==> config.mk <==
export PLATFORM = sky130hd
export DESIGN_NAME = preamble_frame_tx
export DESIGN_NICKNAME = d
export VERILOG_FILES = /design/src/rtl/preamble_frame_tx.sv
export SDC_FILE = /design/constraint.sdc
export NUM_CORES = 1
export LEC_CHECK = 0
export BUFFER_PORTS_ARGS = -buffer_cell sky130_fd_sc_hd__buf_2
export CAP_MARGIN = 20
export CORE_MARGIN = 10
export CORE_UTILIZATION = 40
export CTS_CLUSTER_SIZE = 24
export DETAILED_ROUTE_END_ITERATION = 16
export PLACE_DENSITY = 0.69
export SETUP_SLACK_MARGIN = 0.2
export SYNTH_ARGS = -nofsm -noshare
export SYNTH_HDL_FRONTEND = slang
export SYNTH_SLANG_ARGS = --single-unit
==> constraint.sdc <==
create_clock -name clk -period 4.21 [get_ports clk]
set_clock_uncertainty 0.2 [all_clocks]
set_input_delay 0.2105 -clock clk [delete_from_list [all_inputs] [get_ports clk]]
set_output_delay 0.2105 -clock clk [all_outputs]
set_load 0.01 [all_outputs]
==> src/rtl/preamble_frame_tx.sv <==
// Serial frame transmitter: preamble, MSB-first payload, then idle gap slots.
// The serial line only advances on bit_en strobes. A new word is accepted only in IDLE.
module preamble_frame_tx #(
    parameter int                 DATA_W   = 8,
    parameter int                 PRE_W    = 4,
    parameter logic [PRE_W-1:0]   PREAMBLE = 4'b1101,
    parameter int                 GAP_BITS = 2
) (
    input  logic              clk,
    input  logic              reset,
    input  logic              bit_en,
    input  logic              in_valid,
    input  logic [DATA_W-1:0] in_data,
    output logic              in_ready,
    output logic              out_bit,
    output logic              out_valid,
    output logic              busy,
    output logic              frame_done
);

    localparam int FW    = PRE_W + DATA_W;
    localparam int MAX_A = (PRE_W > DATA_W) ? PRE_W : DATA_W;
    localparam int MAXV  = (MAX_A > GAP_BITS) ? MAX_A : GAP_BITS;
    localparam int CW    = $clog2(MAXV + 1);

    localparam logic [CW-1:0] CNT_ONE   = CW'(1);
    localparam logic [CW-1:0] PRE_LAST  = CW'(PRE_W - 1);
    localparam logic [CW-1:0] DATA_LAST = CW'(DATA_W - 1);
    localparam logic [CW-1:0] GAP_LAST  = CW'((GAP_BITS > 0) ? GAP_BITS - 1 : 0);

    localparam logic [1:0] S_IDLE = 2'd0;
    localparam logic [1:0] S_PRE  = 2'd1;
    localparam logic [1:0] S_DATA = 2'd2;
    localparam logic [1:0] S_GAP  = 2'd3;

    logic [1:0]    state_q, state_d;
    logic [CW-1:0] cnt_q, cnt_d;
    logic [FW-1:0] sr_q, sr_d;
    logic          out_bit_q, out_bit_d;
    logic          out_valid_q, out_valid_d;
    logic          done_q, done_d;

    logic [FW-1:0] sr_loaded;
    logic [FW-1:0] sr_shifted;

    // Preamble and payload share one shift register; its MSB is always the next line bit.
    assign sr_loaded  = {PREAMBLE, in_data};
    assign sr_shifted = sr_q << 1;

    always_comb begin
        state_d     = state_q;
        cnt_d       = cnt_q;
        sr_d        = sr_q;
        out_bit_d   = out_bit_q;
        out_valid_d = out_valid_q;
        done_d      = 1'b0;
        case (state_q)
            S_IDLE: begin
                if (in_valid) begin
                    state_d     = S_PRE;
                    cnt_d       = '0;
                    sr_d        = sr_loaded;
                    out_bit_d   = sr_loaded[FW-1];
                    out_valid_d = 1'b1;
                end
            end
            S_PRE: begin
                if (bit_en) begin
                    sr_d      = sr_shifted;
                    out_bit_d = sr_shifted[FW-1];
                    if (cnt_q == PRE_LAST) begin
                        state_d = S_DATA;
                        cnt_d   = '0;
                    end else begin
                        cnt_d = cnt_q + CNT_ONE;
                    end
                end
            end
            S_DATA: begin
                if (bit_en) begin
                    if (cnt_q == DATA_LAST) begin
                        state_d     = (GAP_BITS > 0) ? S_GAP : S_IDLE;
                        cnt_d       = '0;
                        sr_d        = '0;
                        out_bit_d   = 1'b0;
                        out_valid_d = 1'b0;
                        done_d      = 1'b1;
                    end else begin
                        sr_d      = sr_shifted;
                        out_bit_d = sr_shifted[FW-1];
                        cnt_d     = cnt_q + CNT_ONE;
                    end
                end
            end
            S_GAP: begin
                if (bit_en) begin
                    if (cnt_q == GAP_LAST) begin
                        state_d = S_IDLE;
                        cnt_d   = '0;
                    end else begin
                        cnt_d = cnt_q + CNT_ONE;
                    end
                end
            end
            default: begin
                state_d     = S_IDLE;
                cnt_d       = '0;
                sr_d        = '0;
                out_bit_d   = 1'b0;
                out_valid_d = 1'b0;
            end
        endcase
    end

    always_ff @(posedge clk or posedge reset) begin
        if (reset) begin
            state_q     <= S_IDLE;
            cnt_q       <= '0;
            sr_q        <= '0;
            out_bit_q   <= 1'b0;
            out_valid_q <= 1'b0;
            done_q      <= 1'b0;
        end else begin
            state_q     <= state_d;
            cnt_q       <= cnt_d;
            sr_q        <= sr_d;
            out_bit_q   <= out_bit_d;
            out_valid_q <= out_valid_d;
            done_q      <= done_d;
        end
    end

    assign in_ready   = (state_q == S_IDLE);
    assign busy       = (state_q != S_IDLE);
    assign out_bit    = out_bit_q;
    assign out_valid  = out_valid_q;
    assign frame_done = done_q;

endmodule

# Yosys cells after proc, flatten, opt, wreduce, memory -nomap -nowiden
# Index checks and enable logic that the tools add are counted.
# classes
addsub	1
eq_ne	13
muxes	32
n_reduce_logical	8
# ops
cell	n
11-bit 2-to-1 mux	4
11-bit case mux with 3 select lines	1
4-bit 2-to-1 mux	7
4-bit case mux with 4 select lines	1
2-bit 2-to-1 mux	7
2-bit inequality test (second input constant)	7
4-bit AND reduction	3
1-bit 2-to-1 mux	9
2-bit case mux with 4 select lines	1
7-bit AND reduction	1
4-bit by 1-bit adder with 4-bit output (second input constant)	1
2-bit == test (second input constant)	2
4-bit by 1-bit == test with 1-bit output (second input constant)	1
4-bit by 2-bit == test with 1-bit output (second input constant)	1
4-bit by 3-bit == test with 1-bit output (second input constant)	1
2-bit nonzero test	2
1-bit case mux with 3 select lines	1
3-bit nonzero test	1
2-bit by 1-bit == test with 1-bit output (second input constant)	1
2-bit logical NOT	1
1-bit case mux with 2 select lines	1
# totals
reg_bits	20
in_bits	12
output_inout_bits	5
elab_cells	60

# Logic depth before layout (Yosys ltp)
# logic_depth
word_depth	4
depth_mapped	7
depth_no_buf	6

# Worst setup path before layout
# Ideal clock, no wire load.
# synth_timing
path_kind	register to register
startpoint	register state_q[0]
endpoint	register state_q[1]
setup_time_ns	0.128
arrival_time_ns	1.709
required_time_ns	3.882
path_slack_ns	2.173
stages_incl_launch_ff	6
n_path_buf	0
synth_period_minus_slack_ns	2.037
path_cell_list	dfrtp_1 -> ha_1 -> nor2b_1 -> a2111oi_4 -> nor2b_4 -> mux2_1
# synth_between
elab_chain_len	3
elab_cells_between_ends	13
cone_classes	eq/ne (10); mux (1); reduce/logical (2)
# synth_lines
item	line	rtl
start, declared	36	logic [1:0] state_q, state_d;
start signal, assigned	124	state_q <= state_d;
2-bit == test (tied with other cells)	57	case (state_q)
2-bit inequality test (no line)	--	
7-bit AND reduction (no line)	--	
# Several ways; a longest one is shown, not always the timed one.
# A chain may end at the register's enable or synchronous reset.

# Worst setup path after layout
# layout_timing
startpoint	register state_q[1]
endpoint	register state_q[1]
# Same word-level chain as after synthesis.

==> impl_metrics.prom <==
# TYPE chip_impl_metric gauge
chip_impl_metric{name="timing.reg2reg.worst_path_depth",unit=""} 6
chip_impl_metric{name="layout_cell_share_with_drive_strength_beyond_1",unit="%"} 19.3
chip_impl_metric{name="maxSlewViolCount",unit=""} 0
chip_impl_metric{name="grt_pass1_vias",unit=""} 872
chip_impl_info{name="slowest_stage",value="sky130_fd_sc_hd__a2111oi_4"} 1
chip_impl_metric{name="cts_setup_buffers",unit=""} 0
chip_impl_metric{name="route.vias.total",unit=""} 896
chip_impl_metric{name="part_of_the_total_power_dissipated_in_the_clock_network",unit="%"} 14.6
chip_impl_metric{name="synth.cell_area",unit="mm^2"} 0.00114
chip_impl_metric{name="cts_buffer_depth",unit=""} 2
chip_impl_metric{name="start_util",unit="%"} 41.6
chip_impl_metric{name="slew_hr",unit="%"} 49.1
chip_impl_info{name="cts_root_buf",value="sky130_fd_sc_hd__clkbuf_4"} 1
chip_impl_info{name="cts_tree",value="done"} 1
chip_impl_metric{name="drt_iter0_markers",unit=""} 32
chip_impl_metric{name="grt_remaining_overflow",unit=""} 0
chip_impl_metric{name="groute.usage.overall",unit="%"} 8.80
chip_impl_info{name="post_synth_main_area_contributors",value="sky130_fd_sc_hd__dfrtp_1 (44%), sky130_fd_sc_hd__ha_1 (7.7%), sky130_fd_sc_hd__a31oi_1 (5.5%)"} 1
chip_impl_metric{name="clk_latency",unit="ps"} 310
chip_impl_metric{name="synth.top_cell.area_share",unit="%"} 44.0
chip_impl_metric{name="place_congestion",unit=""} 0.764
chip_impl_metric{name="floorplan.die_area",unit="mm^2"} 0.00538
chip_impl_metric{name="postRouteAntennaNets",unit=""} 0
chip_impl_metric{name="critical_path.max_stage_delay",unit="ps"} 420
chip_impl_metric{name="min_period",unit="ps"} 2200
chip_impl_metric{name="net-switching-power",unit="uW"} 467
chip_impl_metric{name="portBuffers",unit=""} 16
chip_impl_info{name="rsz0062_at_grt",value="no"} 1
chip_impl_metric{name="final.period_utilization",unit="%"} 52.3
chip_impl_metric{name="final.fill_count",unit=""} 251
chip_impl_metric{name="layout.area.seq",unit="um^2"} 500
chip_impl_metric{name="timing.max_cap.violations",unit=""} 0
chip_impl_metric{name="post-place-cells",unit=""} 159
chip_impl_metric{name="design.final.nets",unit=""} 155
chip_impl_metric{name="antenna_found_initial",unit=""} 0
chip_impl_metric{name="hold_viol",unit=""} 0
chip_impl_metric{name="multi_input_area",unit="um^2"} 591
chip_impl_info{name="status",value="finished clean"} 1
chip_impl_info{name="ys.flop_type",value="sky130_fd_sc_hd__dfrtp_1"} 1
chip_impl_metric{name="synthArstFlopShare",unit="%"} 100
chip_impl_metric{name="timing.critical_path.arrival",unit="ps"} 2200
chip_impl_metric{name="routedWlPerCell",unit="um"} 13.2
chip_impl_metric{name="r2r_slack",unit="ps"} 2010
chip_impl_metric{name="path_clk_slew",unit="ps"} 120
chip_impl_metric{name="critical_path_peak_fanout",unit=""} 5
chip_impl_metric{name="grt_first_pass_wirelength",unit="um"} 3900
chip_impl_metric{name="first_pass_iters",unit=""} 4
chip_impl_metric{name="crit_required",unit="ps"} 4210
chip_impl_metric{name="power-per-cell-area",unit="mW/mm^2"} 817
chip_impl_metric{name="floorplan.core_area",unit="mm^2"} 0.00273
chip_impl_metric{name="switching_share",unit="%"} 43.0
chip_impl_metric{name="number_of_placement_rows",unit=""} 19
chip_impl_metric{name="syn_inst",unit=""} 116
chip_impl_metric{name="setup_violations",unit=""} 0
chip_impl_metric{name="max_freq",unit="GHz"} 0.455
chip_impl_info{name="hold_class",value="primary input to flop"} 1
chip_impl_info{name="synth.largest_area_cell",value="sky130_fd_sc_hd__dfrtp_1"} 1
chip_impl_metric{name="areaGrowthSynthToFinish",unit="%"} 16.9
chip_impl_metric{name="synth-seq-cells",unit=""} 20
chip_impl_metric{name="synthesis.area_per_instance",unit="um^2"} 9.80
chip_impl_metric{name="synth_edf_count",unit=""} 0
chip_impl_metric{name="grt_max_degree",unit=""} 21
chip_impl_metric{name="yosysWarningCount",unit=""} 0
chip_impl_metric{name="setup_tns",unit="ps"} 0
chip_impl_metric{name="tightest_slew",unit="ps"} 763
chip_impl_metric{name="final_cells",unit=""} 166
chip_impl_metric{name="avgViaCountPerCell",unit=""} 5.40
chip_impl_metric{name="place_hpwl",unit="um"} 1630
chip_impl_info{name="post-synth-top-count-cell",value="sky130_fd_sc_hd__dfrtp_1"} 1
chip_impl_metric{name="share_seq_of_total_power",unit="%"} 30.5
chip_impl_metric{name="clock_sinks",unit=""} 20
chip_impl_metric{name="die-height",unit="um"} 73.3
chip_impl_info{name="crit_path_start_kind",value="flop"} 1
chip_impl_metric{name="drt-total-wl",unit="um"} 2200
chip_impl_metric{name="top_level_ports",unit=""} 17
chip_impl_metric{name="syn-num-nets",unit=""} 135
chip_impl_metric{name="num_antenna_cells",unit=""} 0
chip_impl_metric{name="numCtsBuffers",unit=""} 3
chip_impl_metric{name="remaining_drcs",unit=""} 0
chip_impl_metric{name="yosys_cell_types",unit=""} 33
chip_impl_metric{name="ir_worst_vdd",unit="uV"} 403
chip_impl_info{name="path_cells",value="inv_1, ha_1, nor2b_1, a2111oi_4, nor2b_4, mux2_1"} 1
chip_impl_metric{name="power_frac_comb",unit="%"} 54.9
chip_impl_metric{name="p_leak",unit="uW"} 0.000661
chip_impl_info{name="worst_setup_path_end_kind",value="flop"} 1
chip_impl_metric{name="power.internal",unit="uW"} 620
chip_impl_info{name="critical_path_type",value="flop to flop"} 1
chip_impl_metric{name="die_w",unit="um"} 73.3
chip_impl_metric{name="hold-path-cell-count",unit=""} 3
chip_impl_metric{name="ctsHtreeMaxLevel",unit=""} 1
chip_impl_info{name="yosys-top-cells-count",value="sky130_fd_sc_hd__dfrtp_1 (20), sky130_fd_sc_hd__nor2_1 (12), sky130_fd_sc_hd__a31oi_1 (10), sky130_fd_sc_hd__nor2b_1 (10), sky130_fd_sc_hd__a21oi_1 (8)"} 1
chip_impl_metric{name="synth.yosys.seq_area_share",unit="%"} 44.0
-- layer usage --
layer	wire [um]	global-route usage (%)	vias to the layer above	share of wire, %
li1	-	-	454	-
met1	1020	11.0	424	46
met2	1020	13.5	13	47
met3	112	2.56	5	5.1
met4	42	4.35	0	1.9
met5	0	0	-	0
-- power by group through the flow --
| stage | Combinational, uW | Clock [uW] | Sequential, uW |
|---|---|---|---|
| 2_1_floorplan | 484 | 0 | 324 |
| 3_3_place_gp | 564 | 0 | 331 |
| 3_5_place_dp | 601 | 0 | 336 |
| 4_1_cts | 604 | 167 | 332 |
| 5_1_grt | 677 | 172 | 342 |
| 6_report | 597 | 159 | 331 |
-- cell families after synthesis --
logic type               count (synthesis)  share of synthesized area [%]
flip-flops                              20                           44.0
AND/OR/NAND/NOR                         44                           22.9
multiplexers                             1                          0.990
buffers and inverters                   12                           4.07
adder cells (fa/ha/maj)                  7                           7.70
AO/OA/AOI/OAI                           32                           20.4
-- worst paths after layout --
kind,startpoint,endpoint
min reg2reg,sr_q[9],sr_q[9]
min,in_valid,out_valid
max reg2reg,state_q[1],state_q[1]
min in group asynchronous,reset,out_bit
max,state_q[1],state_q[1]
max in group asynchronous,reset,sr_q[7]
-- worst max-delay path: cells and delay by family, from the launching register on --
family                   cells  cell delay, ps
flip-flops                   1             410
adder cells (fa/ha/maj)      1             240
buffers and inverters        1              90
AND/OR/NAND/NOR              2             410
multiplexers                 1             320
AO/OA/AOI/OAI                1             420
-- timing repair --
action,CTS,global route
endpoints found under the hold margin,22,0
hold buffers,3,0
gates resized for setup,0,0
-- cells in the final DEF (no fill, tap or decap) --
master and count:
sky130_fd_sc_hd__bufinv_16 1, sky130_fd_sc_hd__buf_2 16, sky130_fd_sc_hd__nand3b_1 1, sky130_fd_sc_hd__o41ai_1 1, sky130_fd_sc_hd__a21oi_1 8, sky130_fd_sc_hd__ha_1 7, sky130_fd_sc_hd__o21ba_1 1, sky130_fd_sc_hd__nand4_1 1
sky130_fd_sc_hd__a2111oi_4 1, sky130_fd_sc_hd__nand2b_1 1, sky130_fd_sc_hd__o22ai_2 1, sky130_fd_sc_hd__a31oi_1 10, sky130_fd_sc_hd__nor4_1 3, sky130_fd_sc_hd__nor3_1 2, sky130_fd_sc_hd__clkbuf_4 3, sky130_fd_sc_hd__o21ai_1 2
sky130_fd_sc_hd__nor2_1 12, sky130_fd_sc_hd__buf_6 1, sky130_fd_sc_hd__nor2b_4 1, sky130_fd_sc_hd__and3b_1 1, sky130_fd_sc_hd__and3_1 1, sky130_fd_sc_hd__dfrtp_1 20, sky130_fd_sc_hd__o21ai_0 2, sky130_fd_sc_hd__inv_1 7
sky130_fd_sc_hd__a211o_1 2, sky130_fd_sc_hd__nor3_2 1, sky130_fd_sc_hd__nand2_1 6, sky130_fd_sc_hd__nand3_1 1, sky130_fd_sc_hd__o22a_1 1, sky130_fd_sc_hd__nand3b_4 1, sky130_fd_sc_hd__a2bb2oi_1 1, sky130_fd_sc_hd__nor2b_1 10
sky130_fd_sc_hd__dlygate4sd3_1 3, sky130_fd_sc_hd__nor4b_1 2, sky130_fd_sc_hd__a21o_1 2, sky130_fd_sc_hd__mux2_1 1
-- metrics by stage --
stage               setup WS, ps  hold slack [ps]  cell area (um^2)  util, %  total power, uW
finish                      2010             23.0              1330     48.6             1090
global route                1850             26.8              1330     48.6             1190
CTS                         2010             17.1              1330     48.6             1100
detailed placement          2020              194              1250     45.6              937
global placement            1820              186              1240     45.2              895
floorplan                   2170            -25.7              1140        -              808
-- registers in the layout, indices dropped and copies added (netlist names) --
| register | count |
|---|---|
| out_valid | 1 |
| sr_q | 11 |
| out_bit | 1 |
| state_q | 2 |
| frame_done | 1 |
| cnt_q | 4 |
-- layout make-up --
type,instances,share of cell area [%]
tap,31,2.92
timing repair buffer,20,9.13
clock buffer,3,1.69
clock inverter,1,2.26
inverter,7,1.98
sequential,20,37.6
multi-input combinational,84,44.4
No activity file was read; power rests on OpenSTA's default activity.
